File: src/rtl/lc3b_mem_if.sv
// lc3b_mem_if
//   Memory interface stage downstream of the LC-3b control unit. Owns MAR and
//   MDR, runs word/byte reads and writes against a synchronous SRAM with a
//   fixed latency of WAIT_CYCLES, and returns a one-cycle ready pulse (r).
//
// Ports:
//   clk_50, rst_n          clock (rising edge), synchronous active-low reset
//   bus                    datapath bus; source for MAR and for MDR bus loads
//   ldmar, ldmdr           register load strobes
//   mio_en, rw, datasize   access request, 0=read/1=write, 0=byte/1=word
//   r                      access complete, one-cycle pulse
//   mdr_out                MDR as seen by GateMDR (byte values sign-extended)
//   mar_out                current MAR
//   unaligned              sticky: a word access started with MAR[0]=1
//   mem_addr, mem_wdata    SRAM word address and write data (latched at start)
//   mem_we, mem_be         SRAM write enable and byte enables
//   mem_rdata              SRAM read data, valid in the last ACCESS cycle
module lc3b_mem_if #(
    parameter int unsigned WAIT_CYCLES = 3,
    parameter int unsigned AW          = 16
) (
    input  logic          clk_50,
    input  logic          rst_n,
    input  logic [15:0]   bus,
    input  logic          ldmar,
    input  logic          ldmdr,
    input  logic          mio_en,
    input  logic          rw,
    input  logic          datasize,
    output logic          r,
    output logic [15:0]   mdr_out,
    output logic [15:0]   mar_out,
    output logic          unaligned,
    output logic [AW-1:0] mem_addr,
    output logic [15:0]   mem_wdata,
    output logic          mem_we,
    output logic [1:0]    mem_be,
    input  logic [15:0]   mem_rdata
);

    localparam int unsigned CW = (WAIT_CYCLES > 1) ? $clog2(WAIT_CYCLES) : 1;
    localparam logic [CW-1:0] CNT_INIT = CW'(WAIT_CYCLES - 1);

    typedef enum logic [1:0] {IDLE, ACCESS, DONE, HOLD} state_t;

    state_t        state, state_nxt;
    logic          start;
    logic [15:0]   mar, mdr;
    logic [CW-1:0] cnt;
    logic [7:0]    byte_sel;

    always_ff @(posedge clk_50) begin
        if (!rst_n) state <= IDLE;
        else        state <= state_nxt;
    end

    always_comb begin
        state_nxt = state;
        start     = 1'b0;
        case (state)
            IDLE: begin
                if (mio_en && (rw || ldmdr)) begin
                    start     = 1'b1;
                    state_nxt = ACCESS;
                end
            end
            ACCESS:  if (cnt == '0) state_nxt = DONE;
            DONE:    state_nxt = HOLD;
            // One dead cycle so a lagging registered request cannot relaunch.
            HOLD:    state_nxt = IDLE;
            default: state_nxt = IDLE;
        endcase
    end

    always_ff @(posedge clk_50) begin
        if (!rst_n) begin
            mar       <= '0;
            mdr       <= '0;
            r         <= 1'b0;
            mem_we    <= 1'b0;
            mem_be    <= '0;
            mem_addr  <= '0;
            mem_wdata <= '0;
            unaligned <= 1'b0;
            cnt       <= '0;
        end else begin
            r <= 1'b0;
            if (ldmar) mar <= bus;
            case (state)
                IDLE: begin
                    if (ldmdr && !mio_en)
                        mdr <= datasize ? bus : {bus[7:0], bus[7:0]};
                    if (start) begin
                        // Uses the pre-edge MAR even if ldmar fires on this edge.
                        mem_addr  <= AW'({mar[15:1], 1'b0});
                        mem_wdata <= mdr;
                        mem_be    <= datasize ? 2'b11 : (mar[0] ? 2'b10 : 2'b01);
                        mem_we    <= rw;
                        cnt       <= CNT_INIT;
                        if (datasize && mar[0]) unaligned <= 1'b1;
                    end
                end
                ACCESS: begin
                    if (cnt == '0) begin
                        mem_we <= 1'b0;
                        if (!mem_we) mdr <= mem_rdata;
                    end else begin
                        cnt <= cnt - 1'b1;
                    end
                end
                DONE: begin
                    r      <= 1'b1;
                    mem_be <= '0;
                end
                default: ;
            endcase
        end
    end

    always_comb begin
        byte_sel = mar[0] ? mdr[15:8] : mdr[7:0];
        mdr_out  = datasize ? mdr : {{8{byte_sel[7]}}, byte_sel};
    end

    assign mar_out = mar;

endmodule
File: config.mk
export PLATFORM = sky130hd
export DESIGN_NAME = lc3b_mem_if
export DESIGN_NICKNAME = d
export VERILOG_FILES = /design/src/rtl/lc3b_mem_if.sv
export SDC_FILE = /design/constraint.sdc
export NUM_CORES = 1
export LEC_CHECK = 0
export ABC_AREA = 1
export CORE_UTILIZATION = 46
export DETAILED_ROUTE_END_ITERATION = 6
export PLACE_DENSITY = 0.81
export SYNTH_ARGS = -nofsm -noshare
export SYNTH_HDL_FRONTEND = slang
export SYNTH_SLANG_ARGS = --single-unit
File: constraint.sdc
create_clock -name clk_50 -period 1.7 [get_ports clk_50]
set_input_delay 0.17 -clock clk_50 [delete_from_list [all_inputs] [get_ports clk_50]]
set_output_delay 0.17 -clock clk_50 [all_outputs]
set_load 0.02 [all_outputs]
## Yosys cells after proc, flatten, opt, wreduce, memory -nomap -nowiden

Index checks and enable logic that the tools add are counted.

| word-level totals | value |
|---|---|
| output and inout port bits | 69 |
| logic and storage cells | 59 |
| register bits after elaboration | 72 |

| operators by class | value |
|---|---|
| reduce and logical (&&, ||, !) cells | 16 |
| $add $sub $neg | 1 |
| mux-type cells | 23 |
| eq/ne operators | 9 |

Operators by type and width:

| cell | count |
|---|---|
| 2-to-1 mux 16 bit | 5 |
| one-hot mux 16 bit (2 select lines) | 1 |
| 2-to-1 mux 2 bit | 7 |
| != test 2 bit, second input constant | 6 |
| AND reduction 3 bit | 3 |
| 2-to-1 mux 8 bit | 1 |
| one-hot mux 2 bit (2 select lines) | 2 |
| one-hot mux 2 bit (4 select lines) | 1 |
| AND reduction 2 bit | 3 |
| 2-to-1 mux 1 bit | 5 |
| equality test 2 bit, second input constant | 2 |
| logical NOT 2 bit | 2 |
| AND reduction 4 bit | 1 |
| nonzero test 2 bit | 2 |
| logical AND 1 bit | 3 |
| equality test 2 x 1 -> 1 bit, second input constant | 1 |
| one-hot mux 1 bit (2 select lines) | 1 |
| subtractor 2 x 1 -> 2 bit, second input constant | 1 |
| logical NOT 1 bit | 1 |
| logical OR 1 bit | 1 |

## Logic depth before layout (Yosys ltp)

| depth | value |
|---|---|
| word-level depth | 6 |
| depth in mapped cells | 11 |
| gate-level depth less buffers | 9 |

## Worst setup path before layout

No wires, ideal clock.

| path | value |
|---|---|
| path type | reg2out |
| start point | register mar[0] (netlist: mar_out[0]) |
| end point | output mdr_out[0] |
| arrival | 1.327 ns |
| data required time | 1.530 ns |
| slack | 0.203 ns |
| stages on the path, launching flop included | 4 |
| path through | dfxtp_1 > nand2_1 > clkbuf_1 > o21ai_0 |

| on the way | value |
|---|---|
| longest elaborated chain between the ends | 2 |

Ends and longest elaborated chain:

| item | line | text |
|---|---|---|
| from (decl) | 48 | `logic [15:0] mar, mdr;` |
| from (signal assigned) | 88 | `if (ldmar) mar <= bus;` |
| 2-to-1 mux 8 bit | 121 | `byte_sel = mar[0] ? mdr[15:8] : mdr[7:0];` |
| 2-to-1 mux 16 bit | 122 | `mdr_out = datasize ? mdr : {{8{byte_sel[7]}}, byte_sel};` |
| to (decl) | 31 | `output logic [15:0] mdr_out,` |

Every way passes these cells.

## Worst setup path in the final report

| path | value |
|---|---|
| start point | register mar[0] (netlist: mar_out[0]) |
| end point | output mdr_out[2] |

Same word-level chain as after synthesis.

==> results.ini <==
[cells_and_area]
final_layout_size_suffix_gt1_share_pct=10.9
fillers=604
final_cell_area_um2=4610
area_growth_pct=43.5
fin_util_pct=68.2
antenna_cells=0
fin_nets=626

[placed_design]
placed_cell_area_um2=4410
dp_hpwl_um=6580
place_congestion=0.832
portBuffers=106

[setup_path]
required_ns=1.53
worstSetupEndpoint=mdr_out[2]
crit_chain=nand2_1, buf_4, o21ai_0, clkdlybuf4s15_1
critPathTopFamily=buffers and inverters
reg2reg_from=state[1]$_SDFFE_PN0P_
critPathBufInv=2
crit_path_max_fanout=15
cp-start-kind=flip-flop
cpMaxStageDelayCell=dfxtp_2
crit_start=mar_out[0]$_SDFFE_PN0P_
worstSetupPathType=reg -> out
cp-end-kind=output pin
crit_cells=4
r2r_cells=8
r2r_end=mdr[6]$_SDFFE_PN0P_
worst_ep_arrival_time_ns=1.48
reg2reg_slack_ns=0.12
cpPeakStageDelay_ns=0.35

[power_and_ir_drop]
leakagePower_uw=0.00195
total_power_uw=6840
p_per_area_nw_per_um2=1480
ir_drop_mv=1.07

[yosys]
synth_compound_area_share_pct=13.5
ys_types=23
post_synth_inst_count=468
yosysSeqAreaShare_pct=44.9
syn_nets=512
synth_area_um2=3210
synthAdderAreaFrac_pct=1.95
yosysWarningCount=0
yosysTopAreaCell=dfxtp_1
synth-simple-area-share_pct=32.1
ys_ff_latch=72
synth_area_leaders=dfxtp_1 45%, nand2_1 18%, nor2_1 8.6%, a21oi_1 6.4%, o21ai_0 4.8%
synthXorXnorAreaFrac_pct=0
synth_mux_area_share_pct=0
synth.top_cell.area_share_pct=44.9
synth_top_family_by_area=simple AND/OR/NAND/NOR gates
syn_avg_cell_area_um2=6.86

[flow_run]
maxCapViolCount=0

[run_status]
status=finished, final reports clean

[timing]
setup_viol=0
final.min_clock_period_ns=1.65
rsz0062_at_grt=false
final_hold_viol_count=0
fin_skew_ns=0.00514
timing.fmax_mhz=606
whs_ns=0.361
tns_ns=0
drv_slew=0
period_share_pct=97.1

[floorplanning]
pin_count=108
rows=30
die_w_um=85.6
die_area_um2=7320
coreArea_um2=6760
start_util_pct=47.5
die_h_um=85.6

[clocking]
clockBufferDepth=2
cts_tree=yes
root_buffer=clkbuf_8
numCtsBuffers=9
cts_hold_buf=0
cts_max_level=3
clk-insertion-delay-late_ns=0.34
clkTransAtPathRegs_ns=0.07
cts.sinks=72

[routing]
vias=3403
drt_wl_total_um=9270
drt_pass1_iterations=5
drt_iter0_drc=218
ant_nets=0
route.detailed.drc=0
via_per_inst=5.10
wl_per_cell_um=13.9

[global_routing]
antenna_found_initial=0
grt_pass1_wl_um=14600
grt_max_degree=39
overflow=0
grt_pass1_vias=3057
grt_usage_pct=25.6

[min_path]
hp-class=in -> reg

## flip-flops by register name, indices dropped and copies added, names as in the netlist
signal,flops
mdr,16
mem_be,2
state,2
mem_we,1
cnt,2
mem_wdata,16
mem_addr,15
r,1
mar_out,16
unaligned,1
## power by group
part	leakage [uW]	switching (uW)	internal, uW
Clock	0.0000941	597	672
Sequential	0.000591	227	2000
Combinational	0.00127	2010	1340
## cells in the final DEF, fill, tap and decap left out
cell,n
a21boi_0,8
a21oi_1,40
a21oi_4,1
a31oi_2,1
buf_12,3
buf_2,5
buf_4,17
buf_6,1
bufinv_16,1
clkbuf_1,3
clkbuf_2,3
clkbuf_8,9
clkdlybuf4s15_1,3
clkdlybuf4s15_2,2
clkdlybuf4s50_1,89
clkinv_1,2
clkinv_2,3
conb_1,1
dfxtp_1,71
dfxtp_2,1
dlygate4sd2_1,3
dlymetal6s2s_1,1
ha_1,5
inv_1,22
inv_2,3
nand2_1,153
nand2_2,1
nand3_1,13
nand3_2,2
nand3b_1,1
nand4_1,3
nor2_1,74
nor2_4,3
o21ai_0,31
or2_2,8
## cells by family (layout without fill, tap and decap cells)
| family | count (synthesis) | count (layout) |
|---|---|---|
| flops | 72 | 72 |
| fa+ha+maj | 5 | 5 |
| compound gates | 81 | 81 |
| other cells | 1 | 1 |
| buf+inv | 53 | 170 |
| simple gates | 256 | 258 |
## synthesized netlist by cell type, drive strengths merged
master / number
a21boi: 8
a21oi: 41
a31oi: 1
buf: 12
clkbuf: 14
clkinv: 2
conb: 1
dfxtp: 72
ha: 5
inv: 25
nand2: 154
nand3: 15
nand3b: 1
nand4: 3
nor2: 75
o21ai: 31
or2: 8
## cell type report
type                    instances  area, um2  area share, %
multi-input cells             345       1560           33.9
flip-flops and latches         72       1440           31.3
repair buffers                127       1220           26.5
clock buffers                  12        135           2.93
inverters                      27        101           2.20
well taps                      80        100           2.17
clock inverters                 4       45.0          0.977
## timing repair
item	in CTS	in global routing
pin swaps	1	2
setup buffers	0	1
resized for setup	43	18
gates cloned	1	1
setup endpoints to repair	32	32
## through the flow
step / setup slack, ns / std cells
after CTS: -0.0589 / 665
after floorplan: 0.203 / 468
after global placement: -0.247 / 648
final: 0.0496 / 667
after global routing: 0.00370 / 667
after detailed placement: -0.336 / 648
## tightest hold or removal path, stage by stage
cell            delay [ns]
dlymetal6s2s_1        0.15
buf_4                 0.18
nand4_1               0.09
a21oi_1               0.06
## metal layers
metal	vias to the layer above	part of all wire, %	global-route usage [%]
met5	-	0	0
met4	0	2.4	11.5
met3	21	6.5	4.14
met2	148	48	42.3
met1	1524	43	33.2
li1	1710	-	-
## worst min-delay path by stage
stage                           startpoint                       to  depth (start not counted)
floorplan                           bus[1]  mar_out[1]$_SDFFE_PN0P_                          2
global placement    unaligned$_SDFFE_PN0P_   unaligned$_SDFFE_PN0P_                          2
detailed placement  unaligned$_SDFFE_PN0P_   unaligned$_SDFFE_PN0P_                          2
CTS                 unaligned$_SDFFE_PN0P_   unaligned$_SDFFE_PN0P_                          2
global route                      datasize   unaligned$_SDFFE_PN0P_                          4
finish                            datasize   unaligned$_SDFFE_PN0P_                          4
(Power assumes the default switching activity.)
